$ cat src/rtl/imem_fetch_ctrl.sv
// Instruction fetch controller for a DEPTH-word instruction memory.
// Owns the PC and delivers fetched words to decode over valid/ready.
// The memory port is shared with a program loader whenever the core is not running.
// Optional feature macro: FETCH_CNT_EN adds a saturating fetch_count output.
module imem_fetch_ctrl #(
    parameter int unsigned        DEPTH    = 64,
    parameter int unsigned        ADDR_W   = 32,
    parameter logic [ADDR_W-1:0]  RESET_PC = '0
) (
    input  logic              clk,
    input  logic              reset,
    input  logic              start,
    input  logic              halt,
    input  logic              redirect_valid,
    input  logic [ADDR_W-1:0] redirect_pc,
    output logic              out_valid,
    input  logic              out_ready,
    output logic [ADDR_W-1:0] out_pc,
    output logic [31:0]       out_instr,
    output logic              running,
    output logic              fault,
    output logic [ADDR_W-1:0] mem_addr,
    input  logic [31:0]       mem_rdata,
    output logic              mem_we,
    output logic [31:0]       mem_wdata,
    input  logic              ld_valid,
    output logic              ld_ready,
    input  logic [ADDR_W-1:0] ld_addr,
    input  logic [31:0]       ld_data,
`ifdef FETCH_CNT_EN
    output logic [31:0]       fetch_count,
`endif
    output logic              ld_err
);

    // First byte address past the end of the memory.
    localparam logic [ADDR_W-1:0] MemBytes = ADDR_W'(4 * DEPTH);

    typedef enum logic [1:0] {
        StIdle,
        StRun,
        StFault
    } state_e;

    state_e            state_q, state_d;
    logic [ADDR_W-1:0] pc_q, pc_d;
    logic              out_valid_q, out_valid_d;
    logic [ADDR_W-1:0] out_pc_q, out_pc_d;
    logic [31:0]       out_instr_q, out_instr_d;
    logic              fault_q, fault_d;
    logic              ld_err_q, ld_err_d;

    logic              ld_fire;
    logic              ld_in_range;
    logic              advance;

    // Memory port mux and loader handshake.
    always_comb begin
        running     = (state_q == StRun);
        ld_ready    = !running;
        ld_fire     = ld_valid && ld_ready;
        ld_in_range = (ld_addr < MemBytes);
        mem_wdata   = ld_data;
        mem_addr    = running ? pc_q : {ld_addr[ADDR_W-1:2], 2'b00};
        // A write is suppressed in the reset cycle.
        mem_we      = ld_fire && ld_in_range && !reset;
        ld_err_d    = ld_fire && !ld_in_range;
        advance     = !out_valid_q || out_ready;
    end

    // Next-state logic for the fetch FSM and output register.
    always_comb begin
        state_d     = state_q;
        pc_d        = pc_q;
        out_valid_d = out_valid_q;
        out_pc_d    = out_pc_q;
        out_instr_d = out_instr_q;
        fault_d     = fault_q;
        unique case (state_q)
            StIdle, StFault: begin
                if (start) begin
                    state_d     = StRun;
                    pc_d        = RESET_PC;
                    fault_d     = 1'b0;
                    out_valid_d = 1'b0;
                end
            end
            StRun: begin
                if (redirect_valid) begin
                    out_valid_d = 1'b0;
                    pc_d        = {redirect_pc[ADDR_W-1:2], 2'b00};
                    if (halt) begin
                        state_d = StIdle;
                    end
                end else if (halt) begin
                    out_valid_d = 1'b0;
                    state_d     = StIdle;
                end else if (advance) begin
                    // Also catches PC wrap-around past the top of the address space.
                    if (pc_q >= MemBytes) begin
                        state_d     = StFault;
                        fault_d     = 1'b1;
                        out_valid_d = 1'b0;
                    end else begin
                        out_instr_d = mem_rdata;
                        out_pc_d    = pc_q;
                        out_valid_d = 1'b1;
                        pc_d        = pc_q + ADDR_W'(4);
                    end
                end
            end
            default: begin
                state_d = StIdle;
            end
        endcase
    end

    // State registers with synchronous reset.
    always_ff @(posedge clk) begin
        if (reset) begin
            state_q     <= StIdle;
            pc_q        <= RESET_PC;
            out_valid_q <= 1'b0;
            out_pc_q    <= '0;
            out_instr_q <= '0;
            fault_q     <= 1'b0;
            ld_err_q    <= 1'b0;
        end else begin
            state_q     <= state_d;
            pc_q        <= pc_d;
            out_valid_q <= out_valid_d;
            out_pc_q    <= out_pc_d;
            out_instr_q <= out_instr_d;
            fault_q     <= fault_d;
            ld_err_q    <= ld_err_d;
        end
    end

`ifdef FETCH_CNT_EN
    logic [31:0] fetch_count_q;

    // Saturating count of accepted instructions, cleared on reset and start.
    always_ff @(posedge clk) begin
        if (reset || (start && !running)) begin
            fetch_count_q <= '0;
        end else if (out_valid_q && out_ready && (fetch_count_q != 32'hFFFF_FFFF)) begin
            fetch_count_q <= fetch_count_q + 32'd1;
        end
    end

    assign fetch_count = fetch_count_q;
`endif

    assign out_valid = out_valid_q;
    assign out_pc    = out_pc_q;
    assign out_instr = out_instr_q;
    assign fault     = fault_q;
    assign ld_err    = ld_err_q;

endmodule
$ cat config.mk
export PLATFORM = sky130hd
export DESIGN_NAME = imem_fetch_ctrl
export DESIGN_NICKNAME = d
export VERILOG_FILES = /design/src/rtl/imem_fetch_ctrl.sv
export SDC_FILE = /design/constraint.sdc
export NUM_CORES = 1
export LEC_CHECK = 0
export ABC_AREA = 1
export CAP_MARGIN = 20
export CORE_UTILIZATION = 41
export CTS_BUF_LIST = sky130_fd_sc_hd__clkbuf_8
export DETAILED_ROUTE_END_ITERATION = 10
export PLACE_DENSITY_LB_ADDON = 0.08
export SYNTH_ARGS = -nofsm -noshare
export SYNTH_HDL_FRONTEND = slang
export SYNTH_SLANG_ARGS = --single-unit
$ cat constraint.sdc
create_clock -name clk -period 3.5 [get_ports clk]
set_input_delay 0.525 -clock clk [delete_from_list [all_inputs] [get_ports clk]]
set_output_delay 0.525 -clock clk [all_outputs]
set_load 0.01 [all_outputs]
==> results.toml <==
[status]
run_status = "finished clean"

[critical_path]
timing.rr.start = "state_q[1]"
endpoint_kind = "output port"
r2r_slack_ns = 1.21
startpoint_type = "register"
cp_data_required_time_ns = 2.97
criticalPathCategory = "register to output port"
timing.rr.end = "pc_q[6]"
worstRegToRegCells = 6
crit_fanout = 43
worstPathArrival_ns = 2.36

[final_layout]
final_common_cell = "clkdlybuf4s50_1"
final_cell_mix = "clkdlybuf4s50_1, nand2_1, nor2_1"
seqCellArea_um2 = 1940
area_growth_syn_to_layout_pct = 44.0
fin_cells = 906
multi_input_area_um2 = 1840
fin_util_pct = 61.0
fin_nets = 902
fin_area_um2 = 6290
drive_above_1_share_pct = 4.68
fill_cells = 946
diodes = 0

[synthesis]
synth_area_leaders = "dfxtp_1, nand2_1, nor2_1"
ys_warn_count = 0
ys_seq_area_share_pct = 44.4
synth_cell_types = 29
postSynthAreaPerCell_um2 = 7.07
synth_seq_cells = 97
netlist_area_um2 = 4370
synth_top_cell_by_area = "dfxtp_1"
syn_inst = 618
synth.top_cell.area_share_pct = 44.4

[global_routing]
grt_max_degree = 68
antenna_found_initial = 0
grt_pass1_vias = 4232
grt_usage_pct = 22.6
overflow = 0
grt_first_pass_wirelength_mm = 20.2

[clock_network]
cts_buffers = 9
post_cts_buffers = 0
cts_resized = 0
cts_hold_buf = 0
cts.htree.levels = 3
cts_root_buf = "clkbuf_8"
clkSinkCount = 97
clock_latency_ns = 0.37
cts_tree = "yes"
ctsLongestPathBuffers = 2
clkTransAtPathRegs_ns = 0.10

[sta]
tns_ns = 0
clock_skew_ns = 0.00782
slew_headroom_pct = 49.3
fin_crit_sh_pct = 82.5
fmax_mhz = 346
rsz0062_at_grt = "false"
slew_violations = 0
hold_violations = 0
period_minus_slack_ns = 2.89
worst_pin_slew_ns = 0.759
finalSetupViolCount = 0

[routing]
first_iter_violations = 187
avgRoutedWirePerCell_um = 13.4
vias_per_cell = 4.74
first_pass_iters = 4
via_count = 4297
drt_drc_violations_left = 0
ant_nets = 0
wirelength_mm = 12.2

[worst_hold_path]
min_path_type = "register to register"
hold_depth = 2
min_to = "out_pc[18]"
hold_start = "out_pc[18]"

[floorplanning]
die_w_um = 105
die_h_um = 105
initial_core_util_pct = 42.3
fp.dieArea_um2 = 11100
pin_count = 269
rows = 37
core_um2 = 10300

[placement]
placedCellCount = 890
place_congestion = 0.822
placed_area_um2 = 6110
portBuffers = 196
place_hpwl_mm = 8.67

[power_and_ir_drop]
p_per_area_nw_per_um2 = 364
leakage_nw = 2.73
vdd_drop_max_v = 0.000229

[job]
maxCapViolCount = 0
## synth_stat cells
cell type    n
buf_4       39
nand4_4      1
o21ai_1     11
o21ai_0     37
nor2_2       3
nand3_1     38
dfxtp_1     97
o21a_1       1
nor2_4       2
nand4_1      5
nor2_1     111
xor2_1       4
nand2_1    154
buf_2        9
inv_2        4
a21oi_1     32
buf_1        4
clkbuf_1    12
buf_6        4
conb_1       1
nand2_2      2
nor4_1       2
a31oi_1      1
nor3_1       1
nand2_4      1
inv_1       37
a22oi_1      2
ha_1         2
nor2_8       1
## critical path, stage by stage, from the launching register on
cell	delay [ns]
dfxtp_1	0.35
inv_2	0.07
nor2_8	0.32
inv_2	0.38
o21ai_0	0.28
clkdlybuf4s50_1	0.57
## report_power, final
group / switching [W] / total [W] / internal [W]
Combinational: 0.000205 / 0.000434 / 0.000229
Clock: 0.000428 / 0.000701 / 0.000272
Sequential: 0.0000212 / 0.00115 / 0.00113
Total: 0.000654 / 0.00229 / 0.00163
## cell type report
class	instances	area share, %
flip-flops and latches	97	30.8
inverters	41	2.44
clock inverters	7	0.974
well taps	136	2.70
multi-input cells	415	29.3
clock buffers	9	1.97
repair buffers	201	31.8
## worst max path at each step
stage                startpoint            to  cells after the start
floorplan            state_q[1]        mem_we                      5
detailed placement  ld_addr[18]        mem_we                      7
global placement    ld_addr[10]        mem_we                      5
global route         state_q[0]  mem_addr[29]                      5
finish               state_q[0]   mem_addr[2]                      5
CTS                  state_q[0]   mem_addr[2]                      5
## through the flow
step | total power [W] | worst slack (ns) | hold WS (ns)
after floorplan | 0.00142 | 1.85 | 0.439
after global placement | 0.00161 | 0.734 | 0.442
after detailed placement | 0.00161 | 0.784 | 0.443
after CTS | 0.00232 | 0.555 | 0.460
after global routing | 0.00240 | 0.407 | 0.477
final | 0.00229 | 0.612 | 0.456
## kinds of logic (layout without fill, tap and decap cells)
group	after synthesis	count (layout)	synth area share (%)
fa+ha+maj	2	2	0.572
buf+inv	109	258	13.7
simple gates	321	321	30.7
compound gates	84	84	9.82
flops	97	97	44.4
other cells	1	4	0.0858
xor+xnor	4	4	0.801
## flip-flops by register name, indices dropped and copies added (netlist names)
name / flops
out_pc: 30
fault: 1
out_instr: 32
state_q: 2
pc_q: 30
out_valid: 1
ld_err: 1
## layer usage
metal  track usage, %  part of all wire [%]
met5                0                     0
met4             10.8                   2.5
met3             7.11                   9.2
met2             36.8                    46
met1             26.9                    42
No activity file was read; power rests on OpenSTA's default activity.
